<file path="config.mk">
export PLATFORM = sky130hd
export DESIGN_NAME = clkdiv_sched
export DESIGN_NICKNAME = d
export VERILOG_FILES = /design/src/rtl/clkdiv_sched.sv
export SDC_FILE = /design/constraint.sdc
export NUM_CORES = 1
export LEC_CHECK = 0
export BUFFER_PORTS_ARGS = -buffer_cell sky130_fd_sc_hd__clkbuf_2
export CORE_MARGIN = 5
export CORE_UTILIZATION = 35
export CTS_BUF_LIST = sky130_fd_sc_hd__clkbuf_8
export CTS_CLUSTER_DIAMETER = 120
export CTS_CLUSTER_SIZE = 20
export DETAILED_ROUTE_END_ITERATION = 6
export SETUP_SLACK_MARGIN = 0.1
export SLEW_MARGIN = 40
export SYNTH_ARGS = -nofsm -noshare
export SYNTH_HDL_FRONTEND = slang
export SYNTH_SLANG_ARGS = --single-unit
</file>
<file path="constraint.sdc">
create_clock -name clk -period 3.5 [get_ports clk]
set_clock_uncertainty 0.1 [all_clocks]
set_input_delay 0.175 -clock clk [delete_from_list [all_inputs] [get_ports clk]]
set_output_delay 0.175 -clock clk [all_outputs]
set_load 0.05 [all_outputs]
</file>
<file path="src/rtl/clkdiv_sched.sv">
// Run/stop sequencer around a programmable terminal-count divider.
// Produces a one-cycle tick per period and a toggled clk_div, with handshaked TC updates.
module clkdiv_sched #(
    parameter int CNT_W      = 16,
    parameter int DEFAULT_TC = 3,
    parameter int BURST_W    = 8
) (
    input  logic               clk,
    input  logic               rst,
    input  logic               cfg_valid,
    output logic               cfg_ready,
    input  logic [CNT_W-1:0]   cfg_tc,
    input  logic               start,
    input  logic [BURST_W-1:0] burst_len,
    input  logic               stop,
    output logic               tick,
    output logic               clk_div,
    output logic               busy,
    output logic               done
);

    typedef enum logic [1:0] {
        S_IDLE     = 2'd0,
        S_RUN      = 2'd1,
        S_STOPPING = 2'd2
    } state_t;

    localparam logic [CNT_W-1:0]   TC_RST  = CNT_W'(DEFAULT_TC);
    localparam logic [BURST_W-1:0] REM_ONE = BURST_W'(1);

    state_t             state_q,     state_d;
    logic [CNT_W-1:0]   count_q,     count_d;
    logic [CNT_W-1:0]   active_tc_q, active_tc_d;
    logic [CNT_W-1:0]   shadow_q,    shadow_d;
    logic               pending_q,   pending_d;
    logic [BURST_W-1:0] remaining_q, remaining_d;
    logic               tick_q,      tick_d;
    logic               done_q,      done_d;
    logic               clk_div_q,   clk_div_d;

    logic cap;
    logic wrap;
    logic final_wrap;

    assign cfg_ready = ~pending_q;
    assign busy      = (state_q != S_IDLE);
    assign tick      = tick_q;
    assign done      = done_q;
    assign clk_div   = clk_div_q;

    always_comb begin
        state_d     = state_q;
        count_d     = count_q;
        active_tc_d = active_tc_q;
        shadow_d    = shadow_q;
        pending_d   = pending_q;
        remaining_d = remaining_q;
        tick_d      = 1'b0;
        done_d      = 1'b0;
        clk_div_d   = clk_div_q;

        cap  = cfg_valid & ~pending_q;
        wrap = (state_q != S_IDLE) && (count_q == active_tc_q);
        // A wrap ends the run if a stop is already latched, arrives now, or the burst is exhausted.
        final_wrap = (state_q == S_STOPPING) || stop || (remaining_q == REM_ONE);

        case (state_q)
            S_IDLE: begin
                clk_div_d = 1'b0;
                count_d   = '0;
                if (pending_q) begin
                    active_tc_d = shadow_q;
                    pending_d   = 1'b0;
                end else if (cap) begin
                    shadow_d  = cfg_tc;
                    pending_d = 1'b1;
                end
                if (start) begin
                    state_d     = S_RUN;
                    count_d     = '0;
                    remaining_d = burst_len;
                end
            end

            S_RUN, S_STOPPING: begin
                if (wrap) begin
                    count_d = '0;
                    tick_d  = 1'b1;
                    // Pending config lands here; a capture on this edge waits for the next wrap.
                    if (pending_q) begin
                        active_tc_d = shadow_q;
                        pending_d   = 1'b0;
                    end else if (cap) begin
                        shadow_d  = cfg_tc;
                        pending_d = 1'b1;
                    end
                    if (final_wrap) begin
                        state_d   = S_IDLE;
                        done_d    = 1'b1;
                        clk_div_d = 1'b0;
                    end else begin
                        clk_div_d = ~clk_div_q;
                        if (remaining_q != '0) begin
                            remaining_d = remaining_q - REM_ONE;
                        end
                    end
                end else begin
                    count_d = count_q + CNT_W'(1);
                    if (cap) begin
                        shadow_d  = cfg_tc;
                        pending_d = 1'b1;
                    end
                    if ((state_q == S_RUN) && stop) begin
                        state_d = S_STOPPING;
                    end
                end
            end

            default: begin
                state_d   = S_IDLE;
                count_d   = '0;
                clk_div_d = 1'b0;
            end
        endcase
    end

    always_ff @(posedge clk) begin
        if (rst) begin
            state_q     <= S_IDLE;
            count_q     <= '0;
            active_tc_q <= TC_RST;
            pending_q   <= 1'b0;
            remaining_q <= '0;
            tick_q      <= 1'b0;
            done_q      <= 1'b0;
            clk_div_q   <= 1'b0;
        end else begin
            state_q     <= state_d;
            count_q     <= count_d;
            active_tc_q <= active_tc_d;
            pending_q   <= pending_d;
            remaining_q <= remaining_d;
            tick_q      <= tick_d;
            done_q      <= done_d;
            clk_div_q   <= clk_div_d;
        end
        // Shadow holds data only; it is meaningless until pending is set.
        shadow_q <= shadow_d;
    end

endmodule
</file>
==> results.sh <==
export IMPL_status="finished, final reports clean"
export IMPL_crit_chain="inv_1, ha_2, and3_1, a31oi_4, or3_1, a21oi_1"
export IMPL_max_stage_delay_ps=620
export IMPL_synth_cell_types=50
export IMPL_design_area_um2=3540
export IMPL_setup_viol=0
export IMPL_setup_worst_path_class="reg -> reg"
export IMPL_dp_worst_setup_slack_ps=966
export IMPL_yosys_warnings=0
export IMPL_min_from="cfg_tc[0]"
export IMPL_start_util=0.356
export IMPL_ys_ff_latch=62
export IMPL_critPathCaptureType="flip-flop"
export IMPL_viasPerCell=4.76
export IMPL_dpl_hpwl_um=4050
export IMPL_hold_buffers=0
export IMPL_overflow=0
export IMPL_syn_nets=335
export IMPL_slew_headroom=0.535
export IMPL_startpoint_type="flip-flop"
export IMPL_p_per_area_nw_per_um2=862
export IMPL_io_pins=34
export IMPL_yosys_most_used_dff="dfxtp_1"
export IMPL_r2r_start="state_q[0]"
export IMPL_switching_share=0.356
export IMPL_wl_per_cell_um=12.8
export IMPL_clkLatencyLatePin_ps=340
export IMPL_syn_cell_area_um2=3060
export IMPL_cp_max_fo=27
export IMPL_ir_worst_vdd_mv=0.406
export IMPL_core_area_um2=8590
export IMPL_switchingPower_uw=1090
export IMPL_worst_pin_slew_ps=697
export IMPL_fin_tns_setup_ps=0
export IMPL_die_area_um2=10700
export IMPL_fmax_ghz=0.435
export IMPL_row_count=34
export IMPL_drt_total_wl_um=5730
export IMPL_syn_area_per_cell_um2=10.3
export IMPL_cts_tree="done"
export IMPL_n_antenna_cell=0
export IMPL_track_usage=0.118
export IMPL_worst_ep_arrival_time_ps=2460
export IMPL_clkPwrFrac=0.245
export IMPL_cts_root_buf="clkbuf_8"
export IMPL_drv_cap=0
export IMPL_cts_buffers=9
export IMPL_postSynth_asyncResetShare=0
export IMPL_required_ps=3660
export IMPL_gp_congestion=0.737
export IMPL_clock_sinks=62
export IMPL_cts_setup_buffers=0
export IMPL_first_iter_violations=60
export IMPL_p_leak_uw=0.00150
export IMPL_p_int_uw=1970
export IMPL_grt_pass1_wl_um=9730
export IMPL_syn_inst=298
export IMPL_hold_class="in -> reg"
export IMPL_power_uw=3050
export IMPL_seq_power_share=0.371
export IMPL_final_min_clock_period_ps=2300
export IMPL_antenna_found_initial=0
export IMPL_clockBufferDepth=2
export IMPL_cts_resized=0
export IMPL_postRouteAntennaNets=0
export IMPL_finalHoldViolations=0
export IMPL_dr_pass1_iters=4
export IMPL_rsz0062_at_grt="no"
export IMPL_placed_cell_area_um2=3300
export IMPL_setup_slack_ps=1200
export IMPL_vias=2121
export IMPL_final_util=0.412
export IMPL_area_growth_pct=15.9
export IMPL_die_w_um=103
export IMPL_drive_above_1_share=0.228
export IMPL_yosysSeqAreaShare=0.459
export IMPL_fill_cells=880
export IMPL_crit_slowest_cell="ha_2"
export IMPL_dieHeight_um=103
export IMPL_grt_max_degree=31
export IMPL_drv_slew=0
export IMPL_cts_reportedPaths_clkPinSlew_ps=70
export IMPL_pwr_share_comb=0.384
export IMPL_drc=0
export IMPL_fin_nets=370
export IMPL_portBuffers=33
export IMPL_fin_crit_sh=0.657
export IMPL_grt_pass1_vias=2104
export IMPL_crit_start="state_q[0]"
export IMPL_h_tree_depth=3
export IMPL_synth_edf_count=16
-- synth_stat cells (all sizes together), types with 2 or more instances --
cell type | instances | area (µm²)
and3 | 10 | 67.6
o211ai | 2 | 20.0
a21oi | 9 | 45.0
nand3 | 7 | 35.0
o21ai | 10 | 53.8
inv | 12 | 45.0
buf | 8 | 61.3
a31oi | 2 | 33.8
xnor2 | 16 | 140
nor2b | 6 | 37.5
o31a | 2 | 17.5
nand2b | 7 | 43.8
xor2 | 15 | 131
ha | 8 | 100
edfxtp | 16 | 480
nor3 | 6 | 41.3
nand4 | 6 | 37.5
or3 | 2 | 12.5
nor2 | 43 | 178
a21o | 3 | 22.5
a211o | 3 | 26.3
nand2 | 11 | 41.3
and2 | 2 | 12.5
mux2 | 15 | 173
dfxtp | 46 | 921
mux2i | 16 | 160
clkbuf | 4 | 15.0
-- critical path: cells and delay by family, from the launching register on --
family / cells / cell delay [ps]
AND/OR/NAND/NOR: 2 / 670
adder cells (fa/ha/maj): 1 / 620
flip-flops: 1 / 390
AO/OA/AOI/OAI: 2 / 330
buffers and inverters: 1 / 100
-- placed cells by master (no fill, tap or decap), types with 2 or more instances in the layout --
| cell type | instances |
|---|---|
| nand3_1 | 7 |
| bufinv_16 | 3 |
| xnor2_1 | 16 |
| xor2_1 | 15 |
| a211o_1 | 3 |
| a21o_1 | 3 |
| nor2_1 | 42 |
| clkbuf_2 | 33 |
| a21oi_1 | 9 |
| o21ai_1 | 6 |
| ha_1 | 7 |
| nor3_1 | 5 |
| o31a_1 | 2 |
| edfxtp_1 | 16 |
| nand4_1 | 6 |
| buf_4 | 3 |
| nand2b_1 | 7 |
| nand2_1 | 11 |
| and2_1 | 2 |
| o21ai_0 | 3 |
| and3_1 | 9 |
| nor2b_1 | 6 |
| mux2i_1 | 16 |
| mux2_2 | 14 |
| or3_1 | 2 |
| inv_1 | 13 |
| dfxtp_1 | 46 |
| clkbuf_8 | 9 |
-- per-stage QoR --
step | hold slack, ps | instances
2_1_floorplan | 259 | 298
3_3_place_gp | 363 | 430
3_5_place_dp | 364 | 430
4_1_cts | 7.55 | 446
5_1_grt | 17.8 | 446
6_report | 25.2 | 446
-- power groups by stage --
stage	sequential (µW)	clock (µW)	combinational [µW]
floorplan	1110	0	1010
detailed placement	1150	0	1180
global route	1160	806	1310
finish	1130	749	1170
CTS	1140	772	1180
global placement	1140	0	1150
-- final timing paths --
path                          to  slack [ps]  cells past startpoint
setup reg to reg  remaining_q[0]        1200                      6
setup / recovery  remaining_q[0]        1200                      6
hold / removal       shadow_q[0]          30                      3
hold reg to reg          clk_div         370                      2
-- kinds of logic (layout without fill, tap and decap cells) --
group / count (synthesis) / in the layout / synth area share
compound gates: 38 / 38 / 0.0938
flops: 62 / 62 / 0.459
buf+inv: 24 / 64 / 0.0397
xor+xnor: 31 / 31 / 0.0889
simple gates: 104 / 104 / 0.177
fa+ha+maj: 8 / 8 / 0.0328
mux: 31 / 31 / 0.109
-- flip-flops by register name, summed over array words and instances, names as in the netlist --
register,flops
tick,1
pending_q,1
clk_div,1
count_q,16
active_tc_q,16
remaining_q,8
shadow_q,16
done,1
state_q,2
-- layout make-up --
cell class	count	area, µm²	area share
Multi-Input combinational cell	212	1540	0.433
Inverter	12	45.0	0.0127
Clock buffer	9	124	0.0350
Clock inverter	7	114	0.0321
Sequential cell	62	1400	0.396
Tap cell	108	135	0.0381
Timing Repair Buffer	36	188	0.0530
-- layer usage --
| layer | vias up | global-route usage | part of all wire |
|---|---|---|---|
| met5 | - | 0 | 0 |
| met3 | 11 | 0.0463 | 0.052 |
| met1 | 972 | 0.145 | 0.48 |
| met4 | 0 | 0.0438 | 0.017 |
| li1 | 1098 | - | - |
| met2 | 40 | 0.188 | 0.45 |
Note: power is estimated with default switching activity, not from simulation.
